### src/rtl/pipe_ctrl.sv
// pipe_ctrl: central sequencer for the 5-stage core (FCH/DEC/EXE/MEM/WRB): stage enables, stage valids, fetch flush, halt.
// Latency: enables, fch_flush and halted are combinational from state+inputs; stage valids update on the next clk edge.
// Backpressure: mem_busy freezes every stage; a DEC hazard stalls FCH/DEC and bubbles EXE; optional counters under PIPE_CTRL_PERF_EN.
module pipe_ctrl #(
  parameter int CNT_W        = 32,
  parameter int FLUSH_CYCLES = 2
) (
  input  logic             clk,
  input  logic             reset,
  input  logic             fch_valid,
  input  logic             dec_stall,
  input  logic             dec_load_use,
  input  logic             dec_csr_use,
  input  logic             exe_redirect,
  input  logic             mem_busy,
  input  logic             trap_req,
  input  logic             halt_req,
  output logic             fch_enb,
  output logic             dec_enb,
  output logic             exe_enb,
  output logic             mem_enb,
  output logic             dec_valid,
  output logic             exe_valid,
  output logic             mem_valid,
  output logic             wrb_valid,
  output logic             fch_flush,
  output logic             halted,
  output logic [CNT_W-1:0] cnt_load,
  output logic [CNT_W-1:0] cnt_csr,
  output logic [CNT_W-1:0] cnt_mem
);

  typedef enum logic [1:0] {
    ST_RUN,
    ST_MEMWAIT,
    ST_FLUSH,
    ST_HALT
  } state_t;

  // FLUSH counts down to zero, so it is loaded with one less than the dwell time.
  localparam logic [3:0] FLUSH_LOAD = 4'(FLUSH_CYCLES - 1);

  state_t     r_state;
  state_t     w_state_nxt;
  logic [3:0] r_flush_cnt;
  logic [3:0] w_flush_cnt_nxt;

  logic r_dec_vld;
  logic r_exe_vld;
  logic r_mem_vld;
  logic r_wrb_vld;
  logic w_dec_vld_nxt;
  logic w_exe_vld_nxt;
  logic w_mem_vld_nxt;
  logic w_wrb_vld_nxt;

  logic w_fch_en;
  logic w_dec_en;
  logic w_exe_en;
  logic w_mem_en;
  logic w_flush;
  logic w_halted;

  // Conditions only count when the stage that raises them holds a real instruction.
  logic w_mhold;
  logic w_trap;
  logic w_redir;
  logic w_dhold;

  assign w_mhold = r_mem_vld & mem_busy;
  assign w_trap  = r_wrb_vld & trap_req;
  assign w_redir = r_exe_vld & exe_redirect;
  assign w_dhold = r_dec_vld & dec_stall;

  // Next-state, next-valid and enable decode; MEMWAIT shares RUN's priority chain since
  // mem_valid is held there, so mhold simply re-evaluates to mem_busy.
  always_comb begin
    w_state_nxt     = r_state;
    w_flush_cnt_nxt = r_flush_cnt;
    w_dec_vld_nxt   = r_dec_vld;
    w_exe_vld_nxt   = r_exe_vld;
    w_mem_vld_nxt   = r_mem_vld;
    w_wrb_vld_nxt   = r_wrb_vld;
    w_fch_en        = 1'b0;
    w_dec_en        = 1'b0;
    w_exe_en        = 1'b0;
    w_mem_en        = 1'b0;
    w_flush         = 1'b0;
    w_halted        = 1'b0;

    case (r_state)
      ST_RUN, ST_MEMWAIT: begin
        if (w_trap) begin
          // Trap kills everything in flight, including a MEM access still waiting.
          w_dec_vld_nxt   = 1'b0;
          w_exe_vld_nxt   = 1'b0;
          w_mem_vld_nxt   = 1'b0;
          w_wrb_vld_nxt   = 1'b0;
          w_flush         = 1'b1;
          w_flush_cnt_nxt = FLUSH_LOAD;
          w_state_nxt     = ST_FLUSH;
        end else if (w_mhold) begin
          // Freeze all stages; WRB retires its instruction and takes a bubble.
          w_wrb_vld_nxt = 1'b0;
          w_state_nxt   = ST_MEMWAIT;
        end else begin
          w_state_nxt   = ST_RUN;
          w_wrb_vld_nxt = r_mem_vld;
          w_mem_vld_nxt = r_exe_vld;
          if (w_redir) begin
            // DEC and FCH hold wrong-path work, so a DEC hazard is irrelevant here.
            w_fch_en      = ~halt_req;
            w_dec_en      = 1'b1;
            w_exe_en      = 1'b1;
            w_mem_en      = 1'b1;
            w_flush       = 1'b1;
            w_dec_vld_nxt = 1'b0;
            w_exe_vld_nxt = 1'b0;
          end else if (w_dhold) begin
            // DEC keeps its instruction; a bubble goes into EXE.
            w_exe_en      = 1'b1;
            w_mem_en      = 1'b1;
            w_exe_vld_nxt = 1'b0;
          end else begin
            // A pending halt stops fetch and lets the rest of the pipe drain.
            w_fch_en      = ~halt_req;
            w_dec_en      = 1'b1;
            w_exe_en      = 1'b1;
            w_mem_en      = 1'b1;
            w_dec_vld_nxt = fch_valid & ~halt_req;
            w_exe_vld_nxt = r_dec_vld;
          end
          if (halt_req && !(w_dec_vld_nxt | w_exe_vld_nxt | w_mem_vld_nxt | w_wrb_vld_nxt)) begin
            w_state_nxt = ST_HALT;
          end
        end
      end

      ST_FLUSH: begin
        // Redirect, DEC stall and mem_busy are ignored while the trap target is fetched.
        w_dec_vld_nxt = 1'b0;
        w_exe_vld_nxt = 1'b0;
        w_mem_vld_nxt = 1'b0;
        w_wrb_vld_nxt = 1'b0;
        if (r_flush_cnt == 4'd0) begin
          w_state_nxt = halt_req ? ST_HALT : ST_RUN;
        end else begin
          w_flush_cnt_nxt = r_flush_cnt - 4'd1;
        end
      end

      ST_HALT: begin
        // halted drops in the same cycle halt_req is released; fetch restarts next cycle.
        w_halted      = halt_req;
        w_dec_vld_nxt = 1'b0;
        w_exe_vld_nxt = 1'b0;
        w_mem_vld_nxt = 1'b0;
        w_wrb_vld_nxt = 1'b0;
        if (!halt_req) begin
          w_state_nxt = ST_RUN;
        end
      end
    endcase
  end

  // State, flush countdown and stage-valid registers.
  always_ff @(posedge clk) begin
    if (reset) begin
      r_state     <= ST_RUN;
      r_flush_cnt <= 4'd0;
      r_dec_vld   <= 1'b0;
      r_exe_vld   <= 1'b0;
      r_mem_vld   <= 1'b0;
      r_wrb_vld   <= 1'b0;
    end else begin
      r_state     <= w_state_nxt;
      r_flush_cnt <= w_flush_cnt_nxt;
      r_dec_vld   <= w_dec_vld_nxt;
      r_exe_vld   <= w_exe_vld_nxt;
      r_mem_vld   <= w_mem_vld_nxt;
      r_wrb_vld   <= w_wrb_vld_nxt;
    end
  end

  assign fch_enb   = w_fch_en & ~reset;
  assign dec_enb   = w_dec_en & ~reset;
  assign exe_enb   = w_exe_en & ~reset;
  assign mem_enb   = w_mem_en & ~reset;
  assign fch_flush = w_flush  & ~reset;
  assign halted    = w_halted & ~reset;
  assign dec_valid = r_dec_vld;
  assign exe_valid = r_exe_vld;
  assign mem_valid = r_mem_vld;
  assign wrb_valid = r_wrb_vld;

`ifdef PIPE_CTRL_PERF_EN
  logic [CNT_W-1:0] r_cnt_load;
  logic [CNT_W-1:0] r_cnt_csr;
  logic [CNT_W-1:0] r_cnt_mem;
  logic             w_stall_cyc;
  logic             w_load_inc;
  logic             w_csr_inc;

  // A DEC stall cycle counts only when it actually holds the pipe; dhold needs dec_valid, so bubbles never count.
  assign w_stall_cyc = w_dhold & ~w_redir & ~w_mhold & ~w_trap;
  assign w_load_inc  = w_stall_cyc & dec_load_use;
  assign w_csr_inc   = w_stall_cyc & dec_csr_use;

  // Saturating stall-cause counters, cleared only by reset.
  always_ff @(posedge clk) begin
    if (reset) begin
      r_cnt_load <= '0;
      r_cnt_csr  <= '0;
      r_cnt_mem  <= '0;
    end else begin
      if (w_load_inc && (r_cnt_load != '1)) r_cnt_load <= r_cnt_load + CNT_W'(1);
      if (w_csr_inc  && (r_cnt_csr  != '1)) r_cnt_csr  <= r_cnt_csr  + CNT_W'(1);
      if (w_mhold    && (r_cnt_mem  != '1)) r_cnt_mem  <= r_cnt_mem  + CNT_W'(1);
    end
  end

  assign cnt_load = r_cnt_load;
  assign cnt_csr  = r_cnt_csr;
  assign cnt_mem  = r_cnt_mem;
`else
  // Cause qualifiers only feed the counters.
  logic w_unused_perf;
  assign w_unused_perf = dec_load_use ^ dec_csr_use;

  assign cnt_load = '0;
  assign cnt_csr  = '0;
  assign cnt_mem  = '0;
`endif

endmodule
### config.mk
export PLATFORM = sky130hd
export DESIGN_NAME = pipe_ctrl
export DESIGN_NICKNAME = d
export VERILOG_FILES = /design/src/rtl/pipe_ctrl.sv
export SDC_FILE = /design/constraint.sdc
export NUM_CORES = 1
export LEC_CHECK = 0
export CAP_MARGIN = 20
export CORE_ASPECT_RATIO = 1.2
export CORE_UTILIZATION = 35
export DETAILED_ROUTE_END_ITERATION = 12
export DONT_BUFFER_PORTS = 1
export MAX_ROUTING_LAYER = met4
export SYNTH_ARGS = -nofsm -noshare
export SYNTH_HDL_FRONTEND = slang
export SYNTH_SLANG_ARGS = --single-unit
export TNS_END_PERCENT = 30
### constraint.sdc
create_clock -name clk -period 3.1 [get_ports clk]
set_clock_uncertainty 0.2 [all_clocks]
set_input_delay 0.465 -clock clk [delete_from_list [all_inputs] [get_ports clk]]
set_output_delay 0.465 -clock clk [all_outputs]
set_load 0.05 [all_outputs]
==> Yosys cells after proc, flatten, opt, wreduce, memory -nomap -nowiden <==
Cells that the tools add are included.
{ "classes": {"add_sub_neg": 1, "n_mul": 0, "n_div": 0, "order_cmp": 0, "eq_ne": 8, "n_shift": 0, "n_mux": 50, "bitwise": 15, "n_reduce_logical": 9} }
{ "ops": {"columns": ["op", "n"], "rows": [
  ["two-way mux 1 bit", 36],
  ["two-way mux 2 bit", 6],
  ["bitwise AND 1 bit", 10],
  ["two-way mux 4 bit", 2],
  ["!= test 2 bit, second input constant", 4],
  ["case mux 1 bit (2 select lines)", 4],
  ["case mux 4 bit (2 select lines)", 1],
  ["case mux 2 bit (3 select lines)", 1],
  ["equality test 2 bit, second input constant", 2],
  ["logical NOT 4 bit", 1],
  ["OR reduction 2 bit", 2],
  ["subtractor 4 x 1 -> 4 bit, second input constant", 1],
  ["!= test 3 bit, second input constant", 1],
  ["OR 1 bit", 3],
  ["AND reduction 3 bit", 1],
  ["equality test 2 x 1 -> 1 bit, second input constant", 1],
  ["logical NOT 2 bit", 1],
  ["NOT 1 bit", 2],
  ["AND reduction 2 bit", 1],
  ["nonzero test 2 bit", 1],
  ["logical AND 1 bit", 1],
  ["logical NOT 1 bit", 1]
]} }
{ "totals": {"register_bits": 10, "latchBits": 0, "ramBits": 0, "romBits": 0, "input_bits": 10, "output_inout_bits": 106, "wordCells": 89, "memories": 0} }

==> Depth between registers and ports, before layout <==
Gate-level depths: netlist of the first run.
{ "depth": {"depth_word": 16, "mapped_depth": 5} }

==> Worst setup path after synthesis of the first run <==
Ideal clock, no wire load.
{ "synth_path": {"kind": "register to output", "from": "register r_exe_vld, in the netlist exe_valid", "to": "output port fch_flush", "t_arrival_ns": 2.121, "slack_ns": 0.314, "path_stages_with_launch": 4, "path_buffers": 0, "path_cell_list": "dfxtp_1 > nand2_1 > a2bb2oi_1 > nor3_1"} }
{ "synth_via": {"elab_chain_cells": 6} }
{ "synth_lines": {"columns": ["item", "line_no", "source"], "rows": [
  ["start: declaration", "49", "logic r_exe_vld;"],
  ["start signal: assignment", "179", "r_exe_vld <= w_exe_vld_nxt;"],
  ["bitwise AND 1 bit", "72", "assign w_redir = r_exe_vld & exe_redirect;"],
  ["two-way mux 1 bit", "110", "if (w_redir) begin"],
  ["two-way mux 1 bit", "102", "end else if (w_mhold) begin"],
  ["two-way mux 1 bit", "93", "if (w_trap) begin"],
  ["two-way mux 1 bit", "91", "case (r_state)"],
  ["bitwise AND 1 bit", "189", "assign fch_flush = w_flush & ~reset;"],
  ["end: declaration", "26", "output logic fch_flush,"]
]} }
Every way passes these cells.

==> Worst setup path in the final report of the first run <==
{ "layout_path": {"from": "register r_wrb_vld, in the netlist wrb_valid", "to": "output port fch_enb"} }
{ "layout_via": {"elab_chain_cells": 4} }
{ "layout_lines": {"columns": ["item", "line_no", "source"], "rows": [
  ["start: declaration", "51", "logic r_wrb_vld;"],
  ["start signal: assignment", "181", "r_wrb_vld <= w_wrb_vld_nxt;"],
  ["bitwise AND 1 bit", "71", "assign w_trap = r_wrb_vld & trap_req;"],
  ["two-way mux 1 bit", "93", null],
  ["two-way mux 1 bit", "91", null],
  ["bitwise AND 1 bit", "185", "assign fch_enb = w_fch_en & ~reset;"],
  ["end: declaration", "18", "output logic fch_enb,"]
]} }
Every way passes these cells.

==> run summary, run 1 <==
nets@finish: 183
Avg Inst Size Synth: 7.82 sq um
Layout Cells excl Fill: 207
vias in the first global route: 508
clk_lat worst skew: 0.24 ns
fin crit period: 2.57 ns
gp weighted congestion: 0.737
crit path launch type: flop
grt total ovfl: 0
Die ar.: 0.00393 sq mm
CTS root buf: clkbuf_8
total wire length: 1640 um
All-Layer GR Usage: 8.36%
CTS H-tree lvls: 1
register area share after synthesis: 15.5%
synthesized area: 0.00129 sq mm
Pre-Repair DR Iteration Count: 9
CTS tree: built
Pins Over Slew Limit: 0
antenna violations before repair: 0
Area after DPL: 992 sq um
Post-CTS Hold Buffers: 0
Core Area: 0.00342 sq mm
Vias/cell: 3.58
failing checks: design-rule violations
slowest stage delay, CP: 0.51 ns
crit path buf inv count: 1
Routed wire per std cell: 7.90 um
DR DRC count: 4
DRC violation total after the first TritonRoute iteration: 33
first-pass GRT wire length: 2330 um
antenna viol nets, final: 0
# IOs: 116
final instance area: 0.00105 sq mm
Setup CP Type: flop to primary output
Reg clk slew, reported paths: 0.05 ns
setup TNS: 0 ns
ratio of final minimum period to clock period: 83.1%
IO Port Bufs: 0
row cnt: 23
share of the synthesized area in the top cell type: 56.5%
status: finished with violations
count of final setup violators: 0
PwrDens: 596 mW/mm^2
CP required: 2.43 ns
leading area contributor after synthesis: buf_4
Sink Count: 10
Cells after Synth: 165
cts repair resizes: 0
n_diodes: 0
Die W: 57.4 um
crit-path cells: a211o_1 > or2_1 > a311oi_2 > buf_4
chip height: 68.5 um
reg2reg setup slack: 1.09 ns
placed insts: 203
Seq cells post-synth: 10
Max-slew headroom: 55.0%
Filler cells: 394
Post-synth EDFFs: 0
maximum clock path buffer count: 2
Power Total: 0.624 mW
Synth Flop Type: dfxtp_1
Vias: 741
Final HPWL DP: 1380 um
FFs w/ async S/R, synth: 0%
ranking of synthesized cells by area: buf_4 (56%), dfxtp_1 (16%), a21oi_1 (1.9%), ha_1 (1.9%), inv_1 (1.7%)
peak supply drop: 0.243 mV
crit path max fanout: 5
Hold Path Stages: 1
Crit. End Element: primary output
Synth warnings: 0
Initial Utilization: 37.7%
LEAKAGE: 0.572 nW
fraction of layout cells with a size suffix above 1: 6.47%
Multi-input gate area: 686 sq um
Arrival @ worst endpoint: 1.91 ns
Max Fclk: 0.388 GHz
CTS Buf Count: 3
Fin. Hold Viols: 0
Max-Cap Viols: 0
CP top delay family: compound AO/OA/AOI/OAI gates
CP Depth: 4
area delta synth->final: -18.8%
RSZ-0062 raised after global routing: false
Netlist cell types: 33
pin count of the biggest net entering global routing: 11
R2R depth: 5
Finished Core Util: 30.6%
worst-margin pin slew: 0.674 ns
Setup Buffers After CTS: 0
slowest CP cell: dfxtp_1
Min-Delay Path Class: input port to flop
FF/Latch Area: 200 sq um
[final cells by class]
class | instances | area share [%]
Clock buffer | 4 | 5.26
Multi-Input combinational cell | 145 | 65.5
Tap cell | 37 | 4.42
Inverter | 6 | 2.15
Timing Repair Buffer | 5 | 3.58
Sequential cell | 10 | 19.1
[cells in the mapped netlist (all sizes together), types with 2 or more instances]
cell and number:
nand2b 2, buf 98, and2 2, a21oi 5
inv 6, nor3 2, ha 2, dfxtp 10
nand2 5, o21ai 4, a211oi 2, a311oi 2
or4 3, nor2 4, or3 2
[through the flow]
| step | hold WS [ns] | setup slack (ns) |
|---|---|---|
| floorplan | 0.271 | 0.314 |
| global placement | 0.292 | 0.765 |
| detailed placement | 0.305 | 0.766 |
| CTS | 0.0840 | 0.496 |
| global route | 0.0778 | 0.413 |
| finish | 0.0913 | 0.525 |
[worst paths after layout]
path                   from             end
min                   reset      r_state[1]
max reg2reg       mem_valid       wrb_valid
min reg2reg  r_flush_cnt[3]  r_flush_cnt[3]
max               wrb_valid         fch_enb
[per-layer routing]
| layer | global-route usage [%] | vias to the layer above | wire length [um] |
|---|---|---|---|
| li1 | - | 356 | - |
| met2 | 11.5 | 57 | 754 |
| met1 | 9.57 | 324 | 615 |
| met5 | - | - | 0 |
| met3 | 4.66 | 4 | 242 |
| met4 | 4.57 | 0 | 23 |
[power by group]
group          switching [mW]  internal [mW]  total [mW]
clock network          0.0529          0.112       0.165
registers              0.0109          0.135       0.146
logic                   0.291         0.0219       0.313
[state kept, by name, summed over array words and instances (netlist names)]
| register | cells |
|---|---|
| dec_valid | 1 |
| r_state | 2 |
| wrb_valid | 1 |
| mem_valid | 1 |
| exe_valid | 1 |
| r_flush_cnt | 4 |
[cell usage in the layout (no fill, tap or decap)]
| master | count |
|---|---|
| conb_1 | 96 |
| dfxtp_1 | 10 |
| inv_1 | 6 |
| nand2_1 | 5 |
| a21oi_1 | 5 |
| buf_4 | 5 |
| o21ai_0 | 4 |
| nor2_1 | 4 |
| clkbuf_8 | 4 |
| or4_1 | 3 |
| and2_1 | 2 |
| or3_1 | 2 |
| a211oi_1 | 2 |
| nand2b_1 | 2 |
| ha_1 | 2 |
| and4_1 | 1 |
| a2bb2oi_1 | 1 |
| nor3_2 | 1 |
| a211o_1 | 1 |
| or2_1 | 1 |
| a311oi_2 | 1 |
| a31oi_1 | 1 |
| nor3b_1 | 1 |
| a311oi_1 | 1 |
| nor3_1 | 1 |
| nand3b_1 | 1 |
| o21a_1 | 1 |
| a221o_1 | 1 |
| a32oi_1 | 1 |
| a21boi_0 | 1 |
| o22ai_1 | 1 |
| nor2b_1 | 1 |
| o31ai_1 | 1 |
[logic make-up after synthesis]
kind of cell | share of synthesized area (%)
AO/OA/AOI/OAI | 12.0
other | 0.291
AND/OR/NAND/NOR | 10.9
flip-flops | 15.5
buffers and inverters | 59.4
adder cells (fa/ha/maj) | 1.94
Note: power is estimated with default switching activity, not from simulation.
==> run 2: changes to the inputs <==
Clock period 3.1 ns to 2.25 ns, I/O delays scaled along.
==> run 2 against run 1 <==
  * The run still ends with design-rule violations left
  * Largest cell class unchanged
  * Count of clock-buffer cells in the layout unchanged
  * Flip-flop and latch count unchanged
  * Die area unchanged
  * Clock power up 40%
  * Critical endpoint unchanged
  * Sequential share of layout area down 0.89 points
  * Critical path type unchanged
  * Core utilization up 1.5 points
  * First-iteration DRC count up 27%
  * Hold slack worse by 0.048 ns
  * Final cell count up 2.9%
  * Wire length up 6.9%
  * Setup slack worse by 0.39 ns
==> run summary, run 2 (synthesis results as in run 1) <==
Max Fclk: 0.474 GHz
Max-Cap Viols: 0
fraction of layout cells with a size suffix above 1: 9.09%
Initial Utilization: 37.7%
Pint: 0.376 mW
Vias: 783
Largest regs: r_flush_cnt (4), r_state (2)
Filler cells: 403
final instance area: 0.00110 sq mm
Highest Signal Layer: met4
total wire length: 1750 um
antenna viol nets, final: 0
RSZ-0062 raised after global routing: false
Setup CP Type: flop to primary output
met3 WL: 294 um
DRC violation total after the first TritonRoute iteration: 42
chip height: 68.5 um
crit path launch type: flop
Arrival @ worst endpoint: 1.57 ns
row cnt: 23
PwrDens: 793 mW/mm^2
Die ar.: 0.00393 sq mm
Clk pwr share: 26.5%
Fin. Hold Viols: 0
Core Area: 0.00342 sq mm
antenna violations before repair: 0
crit path max fanout: 4
Area after DPL: 0.00103 sq mm
DR DRC count: 5
Routed wire per std cell: 8.21 um
ratio of final minimum period to clock period: 93.8%
leading cell type in the layout, fill and taps excluded: conb_1
most frequent cells in the layout: conb_1 (96), dfxtp_1 (10), buf_4 (9)
Post-Route M1 WL: 620 um
grt total ovfl: 0
Sink Count: 10
placed insts: 208
Reg clk slew, reported paths: 0.05 ns
count of final setup violators: 0
worst-margin pin slew: 0.504 ns
CTS Buf Count: 3
CTS H-tree lvls: 1
status: finished with violations
area delta synth->final: -14.8%
Switch Pwr: 0.495 mW
clk_lat worst skew: 0.24 ns
Seq pwr share: 22.3%
failing checks: design-rule violations
Final HPWL DP: 1450 um
gp weighted congestion: 0.813
Top reg by flops: r_flush_cnt
Min-Delay Path Class: input port to flop
# IOs: 116
Pre-Repair DR Iteration Count: 10
Sw Share: 56.8%
fin crit period: 2.11 ns
Layout Cells excl Fill: 213
combinational share of power: 51.2%
vias in the first global route: 530
Routed met2 length: 823 um
Crit. End Element: primary output
IO Port Bufs: 0
n_diodes: 0
max reg flops: 4
Max-slew headroom: 66.4%
LEAKAGE: 0.604 nW
first-pass GRT wire length: 2440 um
pin count of the biggest net entering global routing: 10
CTS tree: built
reg2reg setup slack: 0.56 ns
Finished Core Util: 32.1%
All-Layer GR Usage: 8.64%
Pins Over Slew Limit: 0
Vias/cell: 3.68
CP required: 1.71 ns
peak supply drop: 0.260 mV
CTS root buf: clkbuf_8
Die W: 57.4 um
maximum clock path buffer count: 2
Setup Buffers After CTS: 0
nets@finish: 189
-- run 2: changes by cell type in the layout (fill, tap and decap cells not counted), sizes merged --
| cell | before | now |
|---|---|---|
| buf | 5 | 10 |
| dlygate4sd3 | 0 | 1 |
-- run 2: worst paths after layout --
path,cells after the start,end,startpoint
max reg2reg,5,r_flush_cnt[0],r_flush_cnt[0]
min reg2reg,2,r_flush_cnt[2],r_flush_cnt[2]
max,4,fch_enb,wrb_valid
min,2,r_state[0],halt_req
-- run 2: power groups by stage --
stage                     sequential [mW]  clock (mW)  combinational (mW)
after floorplan                     0.201           0               0.551
after detailed placement            0.198           0               0.440
after CTS                           0.194       0.237               0.442
after global routing                0.196       0.254               0.467
after global placement              0.198           0               0.439
final                               0.194       0.231               0.446
-- run 2: per-layer routing --
layer / vias to the layer above / track usage (%)
met5: - / -
met4: 0 / 2.74
met3: 2 / 5.60
met2: 66 / 12.8
met1: 343 / 9.45
li1: 372 / -
-- run 2: critical path, cell delays in order (launching register included) --
cell and delay (ns):
dfxtp_1 0.30, a211o_1 0.34, or2_1 0.27, a311oi_2 0.22, buf_6 0.20
-- run 2: timing repair --
action / in CTS / in global routing
endpoints found under the setup margin: 0 / 1
hold endpoints to repair: 2 / 0
hold buffers: 1 / 0
gates resized for setup: 0 / 1
-- run 2: layout make-up --
cell class / instances / area (sq um) / area share [%]
Sequential cell: 10 / 200 / 18.2
Timing Repair Buffer: 11 / 88.8 / 8.09
Tap cell: 37 / 46.3 / 4.21
Clock buffer: 4 / 55.1 / 5.01
Inverter: 6 / 22.5 / 2.05
Multi-Input combinational cell: 145 / 686 / 62.4
-- run 2: per-stage QoR --
| step | total power, mW | setup TNS [ns] | hold slack [ns] | worst slack [ns] |
|---|---|---|---|---|
| 5_1_grt | 0.917 | 0 | 0.0370 | 0.0346 |
| 3_5_place_dp | 0.638 | 0 | 0.214 | 0.315 |
| 6_report | 0.871 | 0 | 0.0432 | 0.140 |
| 2_1_floorplan | 0.753 | -0.468 | 0.207 | -0.232 |
| 4_1_cts | 0.873 | 0 | 0.0412 | 0.0636 |
| 3_3_place_gp | 0.637 | 0 | 0.212 | 0.311 |
==> run 3: changes to the inputs <==
Settings changed: CAP_MARGIN 20 to default, GPL_TIMING_DRIVEN from default to 0.
==> run 3 against run 2 <==
  * The flow finishes with violations (design-rule violations, negative setup slack)
  * Final cell count is 41% higher
  * Hold slack improved by 0.0073 ns
  * Via count rose by 25%
  * Non-clock buffer count grew 89
  * Die area is the same
  * Global-route usage is 2.1 points higher
  * Largest power group unchanged
==> run summary, run 3 (synthesis results as in run 1) <==
status: finished with violations
failing checks: design-rule violations, negative setup slack
Arrival @ worst endpoint: 1.78 ns
slowest CP cell: a31oi_2
Die W: 57.4 um
Crit. End Element: primary output
CTS tree: built
Pre-Repair DR Iteration Count: 10
Worst Hold Slack: 0.0505 ns
DRC violation total after the first TritonRoute iteration: 9
Post-Route M1 WL: 776 um
Seq pwr share: 20.6%
worst-margin pin slew: 0.750 ns
setup TNS: -0.136 ns
grt total ovfl: 0
nets@finish: 278
Sw Share: 53.1%
Routed met2 length: 1070 um
row cnt: 23
# IOs: 116
crit path launch type: flop
Die ar.: 0.00393 sq mm
fraction of layout cells with a size suffix above 1: 42.0%
Fin. Hold Viols: 0
CP top delay family: compound AO/OA/AOI/OAI gates
Pint: 0.452 mW
Vias/cell: 3.26
count of final setup violators: 2
leading cell type in the layout, fill and taps excluded: buf_4
chip height: 68.5 um
DR DRC count: 5
CTS H-tree lvls: 1
n_diodes: 0
maximum clock path buffer count: 2
max reg flops: 4
Setup WS post-layout: -0.0680 ns
Max-Cap Viols: 0
Switch Pwr: 0.512 mW
peak supply drop: 0.322 mV
total wire length: 2180 um
IO Port Bufs: 0
CTS Buf Count: 3
fin crit period: 2.32 ns
Vias: 981
All-Layer GR Usage: 10.7%
Largest regs: r_flush_cnt (4), r_state (2)
crit path max fanout: 5
vias in the first global route: 706
Clk pwr share: 19.2%
LEAKAGE: 1.08 nW
Max-slew headroom: 49.9%
PwrDens: 537 mW/mm^2
most frequent cells in the layout: buf_4 (97), conb_1 (96), dfxtp_1 (7)
Highest Signal Layer: met3
CP required: 1.71 ns
Min-Delay Path Class: input port to flop
Setup CP Type: flop to primary output
Initial Utilization: 37.7%
Filler cells: 342
gp weighted congestion: 0.808
slowest stage delay, CP: 0.57 ns
Sink Count: 10
area delta synth->final: 39.3%
Core Area: 0.00342 sq mm
Reg clk slew, reported paths: 0.04 ns
pin count of the biggest net entering global routing: 11
ratio of final minimum period to clock period: 103%
crit path buf inv count: 0
CTS root buf: clkbuf_8
Top reg by flops: r_flush_cnt
met3 WL: 331 um
RSZ-0062 raised after global routing: true
Pins Over Slew Limit: 0
clk_lat worst skew: 0.24 ns
Routed wire per std cell: 7.24 um
antenna viol nets, final: 0
combinational share of power: 60.1%
first-pass GRT wire length: 3060 um
dpl ws: -0.351 ns
crit-path cells: a211o_1 > or2_4 > a31oi_2
Max Fclk: 0.431 GHz
antenna violations before repair: 0
Finished Core Util: 52.5%
Final HPWL DP: 1880 um
==> run 3: layer usage <==
layer,GRT usage (%),up-vias
met3,6.16,0
li1,-,550
met1,10.9,366
met4,4.57,0
met5,-,-
met2,17.0,65
==> run 3: final cells by class <==
cell class                      instances  area (sq um)  area share, %
Sequential cell                        10           209           11.6
Buffer                                 98           743           41.4
Inverter                                6          26.3           1.46
Timing Repair Buffer                    2          17.5          0.975
Clock buffer                            3          41.3           2.30
Multi-Input combinational cell        145           713           39.7
Tap cell                               37          46.3           2.58
==> run 3: power by group through the flow <==
stage | registers, mW | logic, mW | clock network, mW
finish | 0.199 | 0.580 | 0.185
global route | 0.201 | 0.606 | 0.207
CTS | 0.199 | 0.572 | 0.191
floorplan | 0.201 | 0.551 | 0
detailed placement | 0.204 | 0.562 | 0
global placement | 0.204 | 0.561 | 0
==> run 3: final timing paths <==
check	start	depth (start not counted)	slack, ns	to
max reg2reg	mem_valid	4	0.52	wrb_valid
max	wrb_valid	3	-0.07	dec_enb
min	halt_req	2	0.05	r_state[0]
min reg2reg	r_flush_cnt[2]	2	0.31	r_flush_cnt[2]
==> run 3: worst reg2reg max path, cell delays in order, from the launching register on <==
cell and delay (ns):
dfxtp_4 0.45, and2_2 0.26, or2_4 0.19, clkinvlp_4 0.27, and2_1 0.26
==> run 3: repair_timing <==
item | 4_1_cts | 5_1_grt
hold endpoints to repair | 2 | 0
setup buffers | 1 | 0
endpoints found under the setup margin | 5 | 4
resized for setup | 11 | 1
pin swaps | 2 | 0
hold buffers | 1 | 0
==> run 3: stage by stage <==
stage	instances	cell area [sq um]	power, mW
floorplan	260	1650	0.753
global placement	297	1700	0.765
detailed placement	297	1700	0.766
CTS	301	1790	0.962
global route	301	1800	1.01
finish	301	1800	0.964
